### config.mk
export PLATFORM = sky130hd
export DESIGN_NAME = instruction_fetch
export DESIGN_NICKNAME = d
export VERILOG_FILES = /design/src/rtl/instruction_fetch.sv
export SDC_FILE = /design/constraint.sdc
export NUM_CORES = 1
export LEC_CHECK = 0
export CAP_MARGIN = 20
export CORE_MARGIN = 3
export CORE_UTILIZATION = 45
export CTS_CLUSTER_DIAMETER = 100
export DETAILED_ROUTE_END_ITERATION = 8
export GPL_ROUTABILITY_DRIVEN = 1
export GPL_TIMING_DRIVEN = 0
export PLACE_DENSITY = 0.72
export SLEW_MARGIN = 25
export SYNTH_ARGS = -nofsm -noshare
export SYNTH_HDL_FRONTEND = slang
export SYNTH_SLANG_ARGS = --single-unit
export TNS_END_PERCENT = 5
### constraint.sdc
create_clock -name clk -period 2.2 [get_ports clk]
set_clock_uncertainty 0.2 [all_clocks]
set_input_delay 0.44 -clock clk [delete_from_list [all_inputs] [get_ports clk]]
set_output_delay 0.44 -clock clk [all_outputs]
set_load 0.1 [all_outputs]
### src/rtl/instruction_fetch.sv
// Fetch stage: owns the PC, reads instruction memory and sequences the
// label pass / execute pass, redirecting through a label table.
module instruction_fetch #(
  parameter int          PC_W       = 8,
  parameter int          NUM_LABELS = 16,
  parameter logic [7:0]  BUBBLE     = 8'hF0
) (
  input  logic            clk,
  input  logic            rst_n,
  input  logic            start,
  output logic [PC_W-1:0] imem_addr,
  input  logic [7:0]      imem_rdata,
  output logic [PC_W-1:0] program_counter,
  output logic [7:0]      instruction,
  output logic            labelPassFlag,
  input  logic            lbl_we,
  input  logic [3:0]      lbl_idx,
  input  logic [PC_W-1:0] lbl_value,
  input  logic            pc_reset,
  input  logic            halt,
  input  logic            br_taken,
  input  logic [3:0]      br_idx,
  output logic            squash,
  output logic            done,
  output logic            overrun
);

  typedef enum logic [1:0] {
    IDLE   = 2'd0,
    LABEL  = 2'd1,
    EXEC   = 2'd2,
    HALTED = 2'd3
  } state_t;

  localparam logic [PC_W-1:0] PC_ZERO = {PC_W{1'b0}};
  localparam logic [PC_W-1:0] PC_ONE  = {{(PC_W-1){1'b0}}, 1'b1};

  state_t          state_r;
  logic [PC_W-1:0] pc_r;
  logic [PC_W-1:0] label_table_r [NUM_LABELS];
  logic [PC_W-1:0] br_target_s;
  logic            table_clear_s;

  assign imem_addr     = pc_r;
  assign table_clear_s = (state_r == HALTED) && start;

  // Branch target with write-first bypass from a same-cycle label write.
  always_comb begin
    br_target_s = label_table_r[br_idx];
    if (lbl_we && (lbl_idx == br_idx)) begin
      br_target_s = lbl_value;
    end else begin
      br_target_s = label_table_r[br_idx];
    end
  end

  // Label table: cleared on reset and on restart from HALTED, else written by the decoder.
  always_ff @(posedge clk or negedge rst_n) begin
    if (!rst_n) begin
      for (int i = 0; i < NUM_LABELS; i++) begin
        label_table_r[i] <= PC_ZERO;
      end
    end else if (table_clear_s) begin
      for (int i = 0; i < NUM_LABELS; i++) begin
        label_table_r[i] <= PC_ZERO;
      end
    end else if (lbl_we) begin
      label_table_r[lbl_idx] <= lbl_value;
    end
  end

  // Program flow FSM with all fetch outputs registered.
  always_ff @(posedge clk or negedge rst_n) begin
    if (!rst_n) begin
      state_r         <= IDLE;
      pc_r            <= PC_ZERO;
      program_counter <= PC_ZERO;
      instruction     <= BUBBLE;
      labelPassFlag   <= 1'b0;
      squash          <= 1'b0;
      done            <= 1'b0;
      overrun         <= 1'b0;
    end else begin
      squash <= 1'b0;
      case (state_r)
        IDLE: begin
          instruction <= BUBBLE;
          if (start) begin
            state_r       <= LABEL;
            pc_r          <= PC_ZERO;
            labelPassFlag <= 1'b1;
          end
        end
        LABEL: begin
          if (pc_reset) begin
            state_r       <= EXEC;
            pc_r          <= PC_ZERO;
            labelPassFlag <= 1'b0;
            instruction   <= BUBBLE;
            squash        <= 1'b1;
          end else begin
            instruction     <= imem_rdata;
            program_counter <= pc_r;
            pc_r            <= pc_r + PC_ONE;
            if (&pc_r) begin
              overrun <= 1'b1;
            end
          end
        end
        EXEC: begin
          if (halt) begin
            state_r     <= HALTED;
            instruction <= BUBBLE;
            done        <= 1'b1;
          end else if (br_taken) begin
            pc_r        <= br_target_s;
            instruction <= BUBBLE;
            squash      <= 1'b1;
          end else begin
            instruction     <= imem_rdata;
            program_counter <= pc_r;
            pc_r            <= pc_r + PC_ONE;
            if (&pc_r) begin
              overrun <= 1'b1;
            end
          end
        end
        HALTED: begin
          instruction <= BUBBLE;
          if (start) begin
            state_r       <= LABEL;
            pc_r          <= PC_ZERO;
            done          <= 1'b0;
            overrun       <= 1'b0;
            labelPassFlag <= 1'b1;
          end
        end
        default: begin
          state_r       <= IDLE;
          instruction   <= BUBBLE;
          labelPassFlag <= 1'b0;
          done          <= 1'b0;
        end
      endcase
    end
  end

endmodule

==> run_results.csv, run 1 <==
group,metric,value,unit
outcome,outcome,"finished with violations",
outcome,violations,"setup timing",
worst_hold_path,min_from,"lbl_value[7]",
clocking,htreeDepth,4,
grt,grt_pass1_vias,6040,
pwr,total_power,0.0101,W
routing,wl_per_cell,22.0,um
critical_path,critPathMaxFanout,10,
routing,drc,0,
timing,max_slew_margin,0.463,
synthesis,syn_area,7970,um^2
clocking,clk_latency,440,ps
routing,wirelength,22600,um
floorplanning,dieArea,19300,um^2
grt,grt_pass1_wl,35500,um
timing,hold_ws,244,ps
synthesis,synthDistinctLibCells,46,
critical_path,crit_family,"buffers and inverters",
timing,fmax,438,MHz
finish,nNetsFinal,829,
timing,rsz0062_at_grt,"true",
routing,drt-initial-drc-count,521,
flow_run,max_cap_violations,0,
critical_path,path_cells,"clkdlybuf4s50_1 > and2_1 > clkbuf_1 > clkbuf_1 > nor2_1",
worst_hold_path,hold_path.class,"in2reg",
routing,via_per_inst,5.91,
pwr,p_leak,4.41,nW
synthesis,synth_edf_count,0,
timing,setup_viol,33,
synthesis,syn-num-nets,754,
placed_design,detailed_place_hpwl,15100,um
grt,grt_max_degree,90,
synthesis,ys_ff_latch,158,
critical_path,regToRegSetupSlack,10,ps
grt,antenna_found_initial,0,
placed_design,io_buffers,46,
critical_path,regToRegStartpoint,"state_r[1]",
finish,area_growth,20.7,%
worst_hold_path,whs_endpoint,"label_table_r[127]",
floorplanning,initial_core_util,0.461,
clocking,clk_pin_slew,60,ps
synthesis,syn_inst,717,
floorplanning,dieHeight,139,um
pwr,ir_worst_vdd,0.00100,V
routing,final_antenna_net_count,0,
synthesis,seq_area_frac_synth,0.497,
timing,finalHoldViolCount,0,
grt,grt_overflow_total,0,
routing,drt_pass1_iterations,5,
critical_path,crit_path_start_kind,"primary input",
clocking,cts_root_buf,"clkbuf_16",
clocking,cts.sinks,158,
floorplanning,io-pin-count,59,
finish,layout-drive-gt1-share,0.215,
timing,period_share,1.04,
synthesis,avgSynthCellArea,11.1,um^2
critical_path,r2r_cells,5,
critical_path,critPathKind,"in2reg",
placed_design,place.gp.congestion,0.910,
timing,timing.final.ws_setup,-84.4,ps
finish,finalNonFillerCells,1031,
synthesis,ys_warn_count,0,
clocking,clockBufferDepth,2,
critical_path,max_stage_delay,650,ps
critical_path,critPathArrivalTime,2380,ps
grt,grtUsageTotal,0.238,
critical_path,reg2reg_to,"label_table_r[55]",
floorplanning,coreArea,17300,um^2
timing,final.setup.tns,-1300,ps
critical_path,cp-end-kind,"flop",
critical_path,cpMaxStageDelayCell,"clkdlybuf4s50_1",
critical_path,crit_path_frequent_cell,"clkbuf_1",
placed_design,dp_cells,990,
timing,tightest_slew,804,ps
floorplanning,die_w,139,um
routing,vias,6090,
clocking,cts_tree,"built",
timing,min_period,2280,ps
clocking,cts_made_buffers,17,
pwr,power_density,1050,nW/um^2
timing,drv_slew,0,
critical_path,crit_required,2290,ps
worst_hold_path,min_path_cells,3,
synthesis,synthArstFlopShare,1.00,
critical_path,path_buf_inv,3,
synthesis,synth_flop_cell,"dfrtp_1",
floorplanning,rows,48,
## layout by cell type, fill, tap and decap left out, drive strengths merged, types with 2 or more instances in the layout
| cell type | netlist | final |
|---|---|---|
| a221oi | 4 | 4 |
| a21oi | 30 | 30 |
| clkinv | 0 | 6 |
| o21ai | 32 | 32 |
| nand2b | 7 | 7 |
| and2 | 3 | 3 |
| clkdlybuf4s50 | 0 | 14 |
| o211ai | 2 | 2 |
| mux4 | 36 | 36 |
| a22o | 3 | 3 |
| nor3 | 4 | 4 |
| inv | 7 | 8 |
| nand3 | 18 | 18 |
| clkinvlp | 0 | 5 |
| a31oi | 5 | 5 |
| dfstp | 4 | 4 |
| dlymetal6s2s | 0 | 2 |
| o21a | 5 | 5 |
| o31ai | 3 | 3 |
| mux2i | 112 | 112 |
| ha | 6 | 6 |
| nand3b | 3 | 3 |
| a41oi | 2 | 2 |
| dfrtp | 154 | 154 |
| a21o | 2 | 2 |
| bufinv | 0 | 2 |
| a22oi | 6 | 6 |
| xnor2 | 4 | 4 |
| mux2 | 9 | 9 |
| and3 | 4 | 4 |
| clkbuf | 46 | 61 |
| nor2b | 11 | 11 |
| buf | 13 | 28 |
| nand2 | 48 | 48 |
| clkdlybuf4s15 | 0 | 27 |
| nor2 | 124 | 124 |
## worst max-delay path by stage
stage / to / startpoint / cells after the start
6_report: label_table_r[55] / start / 5
3_5_place_dp: imem_addr[3] / br_idx[0] / 8
2_1_floorplan: imem_addr[7] / imem_addr[6] / 6
5_1_grt: label_table_r[49] / start / 5
4_1_cts: imem_addr[1] / imem_addr[1] / 1
3_3_place_gp: imem_addr[0] / rst_n / 1
## cell type report
cell class / instances / area (um^2)
fill: 1492 / 7680
sequential: 158 / 3970
multi-input combinational: 493 / 3850
timing repair buffer: 57 / 632
clock buffer: 18 / 429
buffer: 58 / 285
tap: 225 / 282
clock inverter: 14 / 144
inverter: 7 / 26.3
antenna: 1 / 2.50
## routing by layer
metal,global-route usage,vias to the layer above,part of all wire
li1,-,2681,-
met2,0.369,314,0.46
met4,0.0778,0,0.028
met1,0.330,3045,0.42
met3,0.0617,50,0.088
met5,0,-,0
## per-stage QoR
step | setup slack, ps | cell area, um^2 | utilization
finish | -84.4 | 9620 | 0.556
global route | -190 | 9620 | 0.556
CTS | -181 | 9500 | 0.549
detailed placement | -899 | 8790 | 0.508
global placement | -7070 | 8730 | 0.505
floorplan | 28.6 | 7990 | -
## Yosys cell counts, types with 2 or more instances
master      n  area share
a21o_1      2      0.0019
a21oi_1    30       0.019
a221oi_1    4      0.0044
a22o_1      3      0.0033
a22oi_1     6      0.0057
a31oi_1     5      0.0039
a41oi_1     2      0.0022
and2_1      2      0.0016
and3_1      4      0.0031
buf_1       3      0.0014
buf_2       7      0.0044
buf_4       2      0.0019
clkbuf_1   46       0.022
dfrtp_1   154        0.48
dfstp_2     4       0.013
ha_1        6      0.0094
inv_1       7      0.0033
mux2_2      9       0.013
mux2i_1   112        0.14
mux4_2     36        0.10
nand2_1    48       0.023
nand2b_1    7      0.0055
nand3_1    18       0.011
nand3b_1    3      0.0028
nor2_1    120       0.057
nor2_2      4      0.0031
nor2b_1    11      0.0086
nor3_2      3      0.0038
o211ai_1    2      0.0019
o21a_1      5      0.0047
o21ai_0    32       0.020
o31ai_1     3      0.0028
xnor2_1     4      0.0044
## state kept, by name, summed over array words and instances, names as in the netlist
register         cells
done                 1
imem_addr            8
instruction          8
labelPassFlag        1
label_table_r      128
overrun              1
program_counter      8
squash               1
state_r              2
## worst min-delay path: cells and delay by family
kind	cells	cell delay (ps)
buffers and inverters	1	200
AND/OR/NAND/NOR	1	130
AO/OA/AOI/OAI	1	70
## cell families (layout without fill, tap and decap cells)
logic type / count (synthesis) / after routing / share of synthesized area
simple gates: 226 / 226 / 0.124
buf+inv: 66 / 154 / 0.0341
flops: 158 / 158 / 0.497
other cells: 0 / 1 / 0
fa+ha+maj: 6 / 6 / 0.00942
xor+xnor: 5 / 5 / 0.00550
compound gates: 99 / 99 / 0.0749
mux: 157 / 157 / 0.255
## where the power goes
group,leakage [nW],switching [W],internal [W]
Sequential,2.14,0.000244,0.00338
Clock,0.268,0.00126,0.00167
Combinational,2.00,0.00244,0.00106
Total,4.41,0.00395,0.00610
## timing repair
action	CTS	global route
setup buffers	0	8
endpoints found under the setup margin	115	130
hold buffers	1	0
endpoints found under the hold margin	88	0
pin swaps	0	1
resized for setup	112	29
Power figures use the tool's default switching activity.
==> run 2: changes to the inputs <==
--- a/config.mk
+++ b/config.mk
@@ -6,13 +6,15 @@
 export NUM_CORES = 1
 export LEC_CHECK = 0
 export CAP_MARGIN = 20
+export CORE_ASPECT_RATIO = 0.9
 export CORE_MARGIN = 3
 export CORE_UTILIZATION = 45
 export CTS_CLUSTER_DIAMETER = 100
 export DETAILED_ROUTE_END_ITERATION = 8
+export DONT_BUFFER_PORTS = 1
 export GPL_ROUTABILITY_DRIVEN = 1
 export GPL_TIMING_DRIVEN = 0
-export PLACE_DENSITY = 0.72
+export PLACE_DENSITY = 0.68
 export SLEW_MARGIN = 25
 export SYNTH_ARGS = -nofsm -noshare
 export SYNTH_HDL_FRONTEND = slang
==> run 2 against run 1 <==
Compared with the run above: the flow finishes with violations (hold timing, setup timing); combinational power decreased by 38%; sequential power up 30%; total power fell by 0.61%; worst setup slack improved by 75 ps; critical path type is now reg2reg.
==> run_results.csv, run 2 (synthesized netlist as in run 1, its figures left out) <==
group,metric,value,unit
grt,grt_max_degree,159,
critical_path,cp-end-kind,"flop",
routing,drc,0,
pwr,p_leak,4.21,nW
pwr,total_power,0.00999,W
routing,wirelength,23300,um
timing,min_period,2210,ps
clocking,cts_root_buf,"clkbuf_16",
critical_path,crit_required,2310,ps
routing,final_antenna_net_count,0,
finish,layout-drive-gt1-share,0.179,
critical_path,critPathMaxFanout,10,
timing,tightest_slew,1080,ps
grt,grt_overflow_total,0,
timing,timing.final.ws_setup,-9.71,ps
finish,final_common_cell,"dfrtp_1",
floorplanning,initial_core_util,0.465,
placed_design,io_buffers,0,
clocking,holdBufCountCts,8,
routing,wl_per_cell,23.5,um
floorplanning,dieHeight,132,um
timing,max_slew_margin,0.279,
outcome,violations,"hold timing, setup timing",
timing,period_share,1.00,
clocking,clk_latency,430,ps
pwr,ir_worst_vdd,0.000563,V
clocking,cts.sinks,158,
floorplanning,dieArea,19300,um^2
critical_path,max_stage_delay,510,ps
routing,drt-initial-drc-count,477,
timing,rsz0062_at_grt,"true",
routing,drt_pass1_iterations,5,
critical_path,cpMaxStageDelayCell,"buf_1",
clocking,clockBufferDepth,2,
timing,hold_ws,-504,ps
finish,layout_common_cells,"147 x dfrtp_1, 118 x nor2_1, 110 x mux2i_1, 48 x nand2_1, 36 x mux4_2",
floorplanning,rows,45,
timing,setup_viol,6,
grt,antenna_found_initial,0,
critical_path,critPathKind,"reg2reg",
critical_path,path_cells,"ha_1 > and2_1 > buf_1 > buf_2 > nor2_1",
finish,finish.instance_area,9130,um^2
flow_run,max_cap_violations,0,
critical_path,critPathArrivalTime,2320,ps
finish,regMostFlops,"label_table_r",
outcome,outcome,"finished with violations",
floorplanning,coreArea,17100,um^2
finish,n_antenna_cell,0,
finish,area_growth,14.6,%
finish,largest_reg_flops,128,
pwr,power_density,1090,nW/um^2
timing,fmax,453,MHz
critical_path,crit_path_start_kind,"flop",
timing,finalHoldViolCount,158,
clocking,cts_tree,"built",
clocking,htreeDepth,4,
grt,grt_pass1_vias,6043,
routing,via_per_inst,5.98,
placed_design,place.gp.congestion,0.885,
placed_design,place_area,8300,um^2
timing,drv_slew,0,
clocking,cts_made_buffers,17,
grt,grt_pass1_wl,35500,um
worst_hold_path,hold_path.class,"in2async",
grt,grtUsageTotal,0.244,
clocking,clk_pin_slew,60,ps
floorplanning,io-pin-count,59,
floorplanning,die_w,146,um
finish,nNetsFinal,784,
placed_design,detailed_place_hpwl,15700,um
routing,vias,5947,
finish,n_fill_cell,1495,
==> run 2: cell count changes in the layout (fill, tap and decap cells not counted), sizes merged <==
| cell | previous run | this run |
|---|---|---|
| dlygate4sd3 | 1 | 8 |
| inv | 8 | 7 |
| bufinv | 2 | 3 |
| buf | 28 | 21 |
| clkdlybuf4s15 | 27 | 0 |
| diode | 1 | 0 |
| clkbuf | 61 | 63 |
| clkinvlp | 5 | 1 |
| clkdlybuf4s50 | 14 | 0 |
| dlymetal6s2s | 2 | 0 |
==> run 2: area by class of cell <==
| type | count | area, um^2 | share of cell area |
|---|---|---|---|
| plain buffers | 58 | 263 | 0.0288 |
| clock buffers | 22 | 484 | 0.0530 |
| clock inverters | 10 | 135 | 0.0148 |
| inverters | 7 | 26.3 | 0.00288 |
| multi-input cells | 493 | 3840 | 0.421 |
| flip-flops and latches | 158 | 3980 | 0.436 |
| well taps | 235 | 294 | 0.0322 |
| repair buffers | 12 | 108 | 0.0118 |
==> run 2: per-layer routing <==
layer | up-vias | share of wire | GRT usage
met4 | 0 | 0.029 | 0.106
met2 | 296 | 0.47 | 0.378
met5 | - | 0 | 0
met1 | 3010 | 0.40 | 0.319
li1 | 2582 | - | -
met3 | 59 | 0.099 | 0.0746
==> run 2: power breakdown <==
| part | total (W) | internal, W | switching, W |
|---|---|---|---|
| clock network | 0.00310 | 0.00190 | 0.00120 |
| registers | 0.00471 | 0.00338 | 0.00134 |
| logic | 0.00217 | 0.000859 | 0.00131 |
==> run 2: critical path, delay by kind of cell (launching register included) <==
kind	cells	cell delay (ps)
buffers and inverters	2	890
DFF	1	410
and+or+nand+nor	2	350
adders and majority gates	1	230
==> run 2: timing repair <==
item,CTS,global route
setup buffers,2,2
resized for setup,21,20
endpoints found under the hold margin,166,158
setup endpoints to repair,60,75
pin swaps,1,1
==> run 2: final timing paths <==
path                                   startpoint                  to  slack (ps)  cells past startpoint
max in group asynchronous                   rst_n        imem_addr[0]        2070                      0
min in group clk                            start             overrun          20                      2
worst min-delay path                        rst_n  label_table_r[103]        -500                      0
worst max-delay path                   state_r[1]   label_table_r[32]         -10                      5
worst max register to register         state_r[1]   label_table_r[32]         -10                      5
worst min register to register  label_table_r[45]   label_table_r[45]         320                      2
==> run 2: metrics by stage <==
stage	setup TNS (ps)	utilization	worst slack [ps]	instances
3_3_place_gp	-7070	0.484	-605	952
4_1_cts	0	0.530	2.63	993
6_report	-30.0	0.534	-9.71	995
2_1_floorplan	0	-	28.6	717
5_1_grt	-5180	0.534	-132	995
3_5_place_dp	-11240	0.485	-643	952
==> run 3: changes to the inputs <==
--- a/config.mk
+++ b/config.mk
@@ -7,7 +7,7 @@
 export LEC_CHECK = 0
 export CAP_MARGIN = 20
 export CORE_ASPECT_RATIO = 0.9
-export CORE_MARGIN = 3
+export CORE_MARGIN = 2
 export CORE_UTILIZATION = 45
 export CTS_CLUSTER_DIAMETER = 100
 export DETAILED_ROUTE_END_ITERATION = 8
==> run 3 against run 2 <==
Compared with the run above: the run still ends with hold timing, setup timing left; wire length is 3.2% lower; utilization fell by 0.80 points; worst hold slack better by 22 ps; final cell count up 0.40%; sequential cell count is the same; critical endpoint is now label_table_r[3]; largest cell class unchanged; highest routed layer unchanged.
==> run_results.csv, run 3 (synthesized netlist as in run 1, its figures left out) <==
group,metric,value,unit
timing,finalHoldViolCount,158,
grt,grt_overflow_total,0,
grt,grtUsageTotal,0.253,
routing,wirelength,22600,um
routing,wl_per_cell,22.6,um
timing,period_share,1.04,
critical_path,crit_path_start_kind,"flop",
timing,min_period,2280,ps
routing,vias,6007,
placed_design,pre_cts_slack,-470,ps
clocking,cts_tree,"built",
routing,met3WireLength,2010,um
timing,fmax,439,MHz
grt,grt_max_degree,159,
routing,final_antenna_net_count,0,
critical_path,crit_start,"state_r[1]",
placed_design,place.gp.congestion,0.898,
floorplanning,die_w,144,um
timing,rsz0062_at_grt,"true",
outcome,violations,"hold timing, setup timing",
finish,area_growth,15.4,%
clocking,cts.sinks,158,
floorplanning,rows,46,
outcome,outcome,"finished with violations",
clocking,cts_root_buf,"clkbuf_16",
routing,drt_pass1_iterations,5,
finish,largest_reg_flops,128,
finish,final_util,0.526,
finish,final_common_cell,"dfrtp_1",
floorplanning,io-pin-count,59,
finish,nNetsFinal,783,
routing,via_per_inst,6.01,
routing,wl_met2,10700,um
critical_path,regToRegStartpoint,"state_r[1]",
worst_hold_path,hold_path.class,"in2async",
floorplanning,dieHeight,130,um
finish,layout-drive-gt1-share,0.170,
pwr,power_density,1120,nW/um^2
routing,top_layer_used,"met4",
timing,max_slew_margin,0.250,
critical_path,cp-end-kind,"flop",
critical_path,crit_required,2270,ps
routing,drt-initial-drc-count,597,
clocking,holdBufCountCts,8,
clocking,clk_pin_slew,60,ps
critical_path,critPathKind,"reg2reg",
critical_path,regToRegSetupSlack,-80,ps
clocking,clk_latency,420,ps
floorplanning,dieArea,18800,um^2
critical_path,r2r_cells,5,
placed_design,io_buffers,0,
clocking,htreeDepth,4,
critical_path,critPathMaxFanout,10,
grt,antenna_found_initial,0,
finish,regMostFlops,"label_table_r",
timing,tightest_slew,1120,ps
routing,drc,0,
finish,n_antenna_cell,0,
flow_run,max_cap_violations,0,
timing,hold_ws,-481,ps
clocking,cts_made_buffers,17,
grt,grt_pass1_wl,35100,um
timing,drv_slew,0,
floorplanning,initial_core_util,0.455,
timing,setup_viol,39,
critical_path,critPathArrivalTime,2350,ps
clocking,clockBufferDepth,2,
finish,layout_common_cells,"147 x dfrtp_1, 118 x nor2_1, 109 x mux2i_1, 48 x nand2_1, 42 x clkbuf_1",
placed_design,detailed_place_hpwl,15200,um
timing,timing.final.ws_setup,-78.4,ps
pwr,ir_worst_vdd,0.000565,V
floorplanning,coreArea,17500,um^2
pwr,p_leak,4.20,nW
grt,grt_pass1_vias,6221,
routing,drt-met1-wl,9330,um
-- run 3: cell types whose count changed in the layout (fill, tap and decap cells not counted), moves of 2 or more --
cell / delta
clkbuf_1: +7
bufinv_16: +3
clkbuf_2: -3
clkbuf_8: -3
clkinv_2: -3
buf_2: -2
buf_4: -2
clkinv_4: -2
-- run 3: area by class of cell --
class / count / area [um^2]
sequential: 158 / 3980
inverter: 7 / 26.3
clock inverter: 10 / 209
multi-input combinational: 493 / 3860
clock buffer: 22 / 454
tap: 240 / 300
timing repair buffer: 11 / 103
buffer: 58 / 262
fill: 1506 / 8300
-- run 3: layer usage --
layer	GRT usage	vias to the layer above
li1	-	2584
met1	0.338	3060
met2	0.397	317
met3	0.0668	46
met4	0.101	0
met5	0	-
-- run 3: path summary, 6_finish.rpt --
check,to
setup / recovery,label_table_r[3]
hold / removal,squash
setup reg to reg,label_table_r[3]
hold reg to reg,label_table_r[7]
max in group asynchronous,imem_addr[1]
min in group clk,state_r[1]
-- run 3: timing repair --
| action | in CTS | in global routing |
|---|---|---|
| setup endpoints to repair | 32 | 106 |
| gates resized for setup | 11 | 31 |
| endpoints found under the hold margin | 166 | 158 |
| pin swaps | 0 | 3 |
| gates cloned | 0 | 0 |
| buffers inserted | 0 | 3 |
-- run 3: stage by stage --
stage	TNS, ps	total power, W	hold WS [ps]	std cells	cell area [um^2]
final	-1440	0.0103	-481	999	9200
after detailed placement	-13590	0.00672	-48.8	957	8300
after CTS	-214	0.0101	-502	996	9070
after floorplan	0	0.00611	-55.6	717	7990
after global routing	-5290	0.0107	-515	999	9200
after global placement	-11910	0.00661	-48.5	957	8290
-- run 3: where the power goes --
part	leakage, nW	total (W)	internal (W)	switching [W]
Combinational	1.74	0.00223	0.000890	0.00134
Sequential	2.14	0.00470	0.00338	0.00132
Clock	0.315	0.00333	0.00216	0.00117
Total	4.20	0.0103	0.00643	0.00383
-- run 3: critical path, stage by stage, from the launching register on --
cell      delay (ps)
dfrtp_1          400
ha_1             250
and2_1           220
clkbuf_1         320
clkbuf_1         610
nor2_1           120
